--- src/rtl/regfile_rename_pkg.sv ---
// Shared widths, types and constants for the renaming register file.
// Optional feature macro: REGFILE_BYPASS_EN (commit-to-read bypass in the read ports).
package regfile_rename_pkg;

    localparam int DATA_WIDTH  = 32;
    localparam int REG_WIDTH   = 5;
    localparam int TAG_WIDTH   = 4;
    localparam int NUM_REGS    = 1 << REG_WIDTH;
    localparam int COUNT_WIDTH = REG_WIDTH + 1;

    typedef logic [DATA_WIDTH-1:0]  data_t;
    typedef logic [REG_WIDTH-1:0]   reg_idx_t;
    typedef logic [TAG_WIDTH-1:0]   tag_t;
    typedef logic [COUNT_WIDTH-1:0] count_t;

    // MSB set with all other bits clear: the register value is final.
    localparam tag_t TAG_FREE = {1'b1, {(TAG_WIDTH-1){1'b0}}};

    // A register is busy while some in-flight ROB entry still owns it.
    function automatic logic tag_busy(input tag_t tag);
        return tag != TAG_FREE;
    endfunction

endpackage

--- src/rtl/regfile_rename_reg_read_port.sv ---
// One decoder read port: selects stored data/tag, forces x0 to zero/free and,
// when REGFILE_BYPASS_EN is defined, forwards a same-cycle ROB commit.
module regfile_rename_reg_read_port
    import regfile_rename_pkg::*;
(
    input  logic [REG_WIDTH-1:0]  rd_name,
    input  logic [DATA_WIDTH-1:0] stored_data,
    input  logic [TAG_WIDTH-1:0]  stored_tag,
    input  logic                  commit_en,
    input  logic [REG_WIDTH-1:0]  commit_name,
    input  logic [DATA_WIDTH-1:0] commit_data,
    input  logic [TAG_WIDTH-1:0]  commit_tag,
    output logic [DATA_WIDTH-1:0] rd_data,
    output logic [TAG_WIDTH-1:0]  rd_tag
);

    // Read mux: stored state, optional commit bypass, x0 override last.
    always_comb begin
        // NOTE: outputs get defaults first so every path assigns them and no latch is inferred.
        rd_data = stored_data;
        rd_tag  = stored_tag;
`ifdef REGFILE_BYPASS_EN
        if (commit_en && (commit_name == rd_name)) begin
            rd_data = commit_data;
            // Only the owning producer frees the tag; a younger rename keeps it.
            if (stored_tag == commit_tag) begin
                rd_tag = TAG_FREE;
            end
        end
`endif
        if (rd_name == '0) begin
            rd_data = '0;
            rd_tag  = TAG_FREE;
        end
    end

`ifndef REGFILE_BYPASS_EN
    // Commit inputs only matter to the bypass path.
    logic unused_commit;
    assign unused_commit = ^{commit_en, commit_name, commit_data, commit_tag};
`endif

endmodule

--- src/rtl/regfile_rename.sv ---
// Architectural register file with per-register rename tags, sitting between
// the ROB commit port and the decoder operand fetch.
// Optional feature macro: REGFILE_BYPASS_EN (see regfile_rename_reg_read_port).
module regfile_rename
    import regfile_rename_pkg::*;
(
    input  logic                   clk,
    input  logic                   rst,
    input  logic [REG_WIDTH-1:0]   rs1_name,
    input  logic [REG_WIDTH-1:0]   rs2_name,
    output logic [DATA_WIDTH-1:0]  rs1_data,
    output logic [TAG_WIDTH-1:0]   rs1_tag,
    output logic [DATA_WIDTH-1:0]  rs2_data,
    output logic [TAG_WIDTH-1:0]   rs2_tag,
    input  logic                   rename_en,
    input  logic [REG_WIDTH-1:0]   rename_reg,
    input  logic [TAG_WIDTH-1:0]   rename_tag,
    input  logic                   regfileEnable,
    input  logic [REG_WIDTH-1:0]   rob_reg_name,
    input  logic [DATA_WIDTH-1:0]  rob_reg_data,
    input  logic [TAG_WIDTH-1:0]   rob_reg_tag,
    input  logic                   flush,
    output logic [REG_WIDTH:0]     busy_count
);

    data_t  regs_q [NUM_REGS];
    data_t  regs_d [NUM_REGS];
    tag_t   tags_q [NUM_REGS];
    tag_t   tags_d [NUM_REGS];
    count_t busy_count_q;
    count_t busy_count_d;

    // Next state: commit writes data and frees its own tag, then flush or rename sets tags.
    always_comb begin
        regs_d = regs_q;
        tags_d = tags_q;

        if (regfileEnable && (rob_reg_name != '0)) begin
            regs_d[rob_reg_name] = rob_reg_data;
            if (tags_q[rob_reg_name] == rob_reg_tag) begin
                tags_d[rob_reg_name] = TAG_FREE;
            end
        end

        // Flush drops every pending rename, including one issued this cycle;
        // otherwise a rename overrides a same-register commit's tag release.
        if (flush) begin
            for (int i = 0; i < NUM_REGS; i++) begin
                tags_d[i] = TAG_FREE;
            end
        end else if (rename_en && (rename_reg != '0)) begin
            tags_d[rename_reg] = rename_tag;
        end

        // x0 is never renamed, so counting from x1 is exact.
        busy_count_d = '0;
        for (int i = 1; i < NUM_REGS; i++) begin
            if (tag_busy(tags_d[i])) begin
                busy_count_d = busy_count_d + count_t'(1);
            end
        end
    end

    // State update; synchronous reset overrides commit, rename and flush.
    always_ff @(posedge clk) begin
        if (rst) begin
            // NOTE: the data array is reset on purpose: reads must return 0 after reset, so this is flops, not RAM.
            for (int i = 0; i < NUM_REGS; i++) begin
                regs_q[i] <= '0;
                tags_q[i] <= TAG_FREE;
            end
            busy_count_q <= '0;
        end else begin
            // NOTE: non-blocking assignments for all state so every flop samples pre-edge values.
            regs_q       <= regs_d;
            tags_q       <= tags_d;
            busy_count_q <= busy_count_d;
        end
    end

    assign busy_count = busy_count_q;

    regfile_rename_reg_read_port u_rs1_port (
        .rd_name     (rs1_name),
        .stored_data (regs_q[rs1_name]),
        .stored_tag  (tags_q[rs1_name]),
        .commit_en   (regfileEnable),
        .commit_name (rob_reg_name),
        .commit_data (rob_reg_data),
        .commit_tag  (rob_reg_tag),
        .rd_data     (rs1_data),
        .rd_tag      (rs1_tag)
    );

    regfile_rename_reg_read_port u_rs2_port (
        .rd_name     (rs2_name),
        .stored_data (regs_q[rs2_name]),
        .stored_tag  (tags_q[rs2_name]),
        .commit_en   (regfileEnable),
        .commit_name (rob_reg_name),
        .commit_data (rob_reg_data),
        .commit_tag  (rob_reg_tag),
        .rd_data     (rs2_data),
        .rd_tag      (rs2_tag)
    );

endmodule

--- config.mk ---
export PLATFORM = sky130hd
export DESIGN_NAME = regfile_rename
export DESIGN_NICKNAME = d
export VERILOG_FILES = /design/src/rtl/regfile_rename_pkg.sv /design/src/rtl/regfile_rename_reg_read_port.sv /design/src/rtl/regfile_rename.sv
export SDC_FILE = /design/constraint.sdc
export NUM_CORES = 2
export LEC_CHECK = 0
export BUFFER_PORTS_ARGS = -buffer_cell sky130_fd_sc_hd__clkbuf_2
export CAP_MARGIN = 10
export CELL_PAD_IN_SITES_DETAIL_PLACEMENT = 2
export CELL_PAD_IN_SITES_GLOBAL_PLACEMENT = 2
export CORE_ASPECT_RATIO = 1.4
export CORE_MARGIN = 3
export CORE_UTILIZATION = 45
export CTS_BUF_LIST = sky130_fd_sc_hd__clkbuf_8
export DETAILED_ROUTE_END_ITERATION = 10
export PLACE_DENSITY_LB_ADDON = 0.3
export SETUP_SLACK_MARGIN = 0.2
export SLEW_MARGIN = 10
export SYNTH_ARGS = -nofsm -noshare
export SYNTH_HDL_FRONTEND = slang
export SYNTH_SLANG_ARGS = --single-unit
--- constraint.sdc ---
create_clock -name clk -period 36.9 [get_ports clk]
set_input_delay 5.535 -clock clk [delete_from_list [all_inputs] [get_ports clk]]
set_output_delay 5.535 -clock clk [all_outputs]
set_load 0.01 [all_outputs]
==> flow_summary.json <==
{
  "status": "complete, no violations",
  "vias": 69203,
  "syn_to_final_growth_pct": 9.099,
  "ctsHoldBuffers": 0,
  "yosysTopAreaCell": "dfxtp_1",
  "hpwlAfterDp_um": 193100,
  "netSwitchingFraction_pct": 30.63,
  "port_buffers": 142,
  "slowest_delay_ps": 790,
  "synth.distinct_cells": 100,
  "stdcell_area_um2": 70520,
  "ant_nets": 0,
  "dp_slack_ps": 8060,
  "cts_resized": 0,
  "drt_iter0_markers": 10776,
  "cp_slowest_cell": "buf_4",
  "cts_max_path_buffers": 3,
  "synth_edf_count": 0,
  "hold_violations": 0,
  "min_from": "regs_q[678]",
  "synthCells": 7108,
  "place_area_um2": 66550,
  "post-route-min-period_ps": 28310,
  "hp-class": "reg -> reg",
  "drt-vias-per-instance": 7.703,
  "rows": 163,
  "clk_latency_ps": 1030,
  "rsz0062_at_grt": "no",
  "synthesis.area_um2": 64640,
  "yosysTopAreaCellShare_pct": 35.86,
  "grt_antenna_before_repair": 23,
  "p_total_mw": 2.808,
  "initial_core_util_pct": 45.61,
  "cts-root-buf": "clkbuf_8",
  "synth_area_per_cell_um2": 9.094,
  "startpoint": "rob_reg_name[1]",
  "crit_type": "in -> reg",
  "tns_ps": 0,
  "cp-end-kind": "flip-flop",
  "route.detailed.drc": 0,
  "timing.final.ws_setup_ps": 8592,
  "irDropWorstVdd_uv": 39.12,
  "clock_skew_ps": 28.40,
  "grt_max_degree": 163,
  "syn-num-nets": 7203,
  "p_int_mw": 1.948,
  "critPathArrivalTime_ps": 29190,
  "grt_pass1_vias": 72770,
  "routed_wl_um": 381400,
  "yosys_warnings": 0,
  "switching_power_mw": 0.8599,
  "htreeDepth": 4,
  "finalMaxSlewViolations": 0,
  "power_density_nw_per_um2": 39.81,
  "clock_power_share_pct": 45.4,
  "critPathLaunchType": "primary input",
  "die_h_um": 454.5,
  "required_ps": 37780,
  "ioPinCount": 143,
  "dr.pass1.iters": 8,
  "core_area_um2": 141700,
  "cp_top_family": "adder cells",
  "nNetsFinal": 7004,
  "grt_usage_pct": 48.14,
  "power_frac_comb_pct": 9.5,
  "cts_sinks": 1158,
  "setup_viol": 0,
  "worst_pin_slew_ps": 1408,
  "postSynthRegisterBits": 1158,
  "die_area_um2": 148300,
  "r2r-start": "tags_q[7]",
  "async_flop_share_pct": 0,
  "cts_setup_buffers": 0,
  "grt_pass1_wl_um": 523300,
  "die_w_um": 326.3,
  "p_leak_nw": 23.22,
  "max-slew-margin-rel_pct": 5.892,
  "critPathBufInv": 11,
  "numCtsBuffers": 188,
  "synthFlopType": "dfxtp_1",
  "clock.fmax_mhz": 35.33,
  "cp_common_cell": "ha_1",
  "place_congestion": 1.049,
  "clk_pin_slew_ps": 60,
  "post_drt_wl_per_cell_um": 42.45,
  "grt.overflow.total": 0,
  "fin_cells": 8984,
  "utilization_pct": 49.76,
  "cap_violations": 0,
  "drive_gt1_share_pct": 20.16,
  "ys_seq_area_share_pct": 35.86,
  "period_share_pct": 76.72,
  "placedCellCount": 8615,
  "crit_fanout": 71,
  "synth_area_leaders": "dfxtp_1, mux4_2, nand2_1, a21oi_1, clkbuf_1",
  "cts_tree": "yes",
  "p_seq_share_pct": 45.1,
  "timing.hold.ws_ps": 468.3
}
-- cells in the mapped netlist (all sizes together), types with 10 or more instances --
cell type and count:
nor4b 26, and2 16, mux2i 152, nand3 114, mux4 720, nand2 2257
nor3b 13, o21ai 59, nor4 14, clkbuf 561, or4b 13, nand4 16
buf 97, a31oi 20, inv 23, o211ai 23, xnor3 14, nor3 45
and3 14, or2 10, nor2 253, ha 30, a21oi 1129, xnor2 69
dfxtp 1158, xor2 32, nor2b 40, o22ai 41, a211oi 23
-- worst paths after layout --
check,end,slack (ps),depth (start not counted)
max reg2reg,busy_count[5],13700,104
max,busy_count[5],8590,105
min reg2reg,regs_q[678],470,2
min,regs_q[678],470,2
-- routing by layer --
| metal | vias to the layer above | track usage [%] | share of wire (%) | wire length, um |
|---|---|---|---|---|
| met3 | 3109 | 15.92 | 12 | 46960 |
| met5 | - | 0 | 0.099 | 377 |
| met1 | 34096 | 51.19 | 31 | 119300 |
| met4 | 18 | 47.05 | 12 | 46210 |
| li1 | 24856 | - | - | - |
| met2 | 7124 | 74.49 | 44 | 168600 |
-- cell families after synthesis --
| kind of cell | count (synthesis) | share of synthesized area, % |
|---|---|---|
| compound gates | 1360 | 11.28 |
| xor+xnor | 116 | 2.243 |
| fa+ha+maj | 30 | 0.5807 |
| buf+inv | 682 | 4.123 |
| flops | 1158 | 35.86 |
| mux | 879 | 27.57 |
| simple gates | 2883 | 18.34 |
-- cells in the final DEF, fill, tap and decap left out, types with 8 or more instances in the layout --
master,instances
clkbuf_2,130
inv_1,73
mux4_2,720
o21ai_0,50
nor4_1,14
nor2b_1,39
nor3_1,40
clkinv_2,31
nor2_1,222
dfxtp_1,1158
clkbuf_8,237
and3_1,14
or4b_2,8
mux2i_1,152
nand2_2,27
buf_4,129
and2_1,15
xor2_1,24
or2_2,10
nor4b_1,25
a31oi_1,16
a211oi_1,22
nor2_4,31
a21oi_1,1129
o21ai_1,9
o31ai_1,8
ha_1,30
o22ai_1,41
nor3b_1,12
diode_2,34
o211ai_1,23
nand2_1,2230
xnor2_1,60
nand3_1,109
nand4_1,14
-- sequential cells by signal, indices dropped and copies added (netlist names) --
name        cells
busy_count      6
regs_q       1024
tags_q        128
-- power by group through the flow --
stage	registers [mW]	logic (mW)	clock network (mW)
floorplan	1.29	0.166	0
global placement	1.29	0.242	0
detailed placement	1.29	0.249	0
CTS	1.27	0.254	1.24
global route	1.27	0.271	1.31
finish	1.27	0.266	1.27
-- cell type report --
cell class | instances | area, um^2
timing repair buffer | 269 | 1777
clock buffer | 237 | 3262
antenna | 34 | 85.08
sequential | 1158 | 23180
multi-input combinational | 5268 | 39150
tap | 1897 | 2374
fill | 14735 | 71220
inverter | 24 | 90.09
clock inverter | 97 | 604.3
-- worst reg2reg max path: cells and delay by family (launching register included) --
kind	cells	cell delay [ps]
mux	12	2850
buf+inv	10	1500
flops	1	390
compound gates	23	4570
fa+ha+maj	28	8560
simple gates	28	4580
xor+xnor	3	670
No activity file was read; power rests on OpenSTA's default activity.
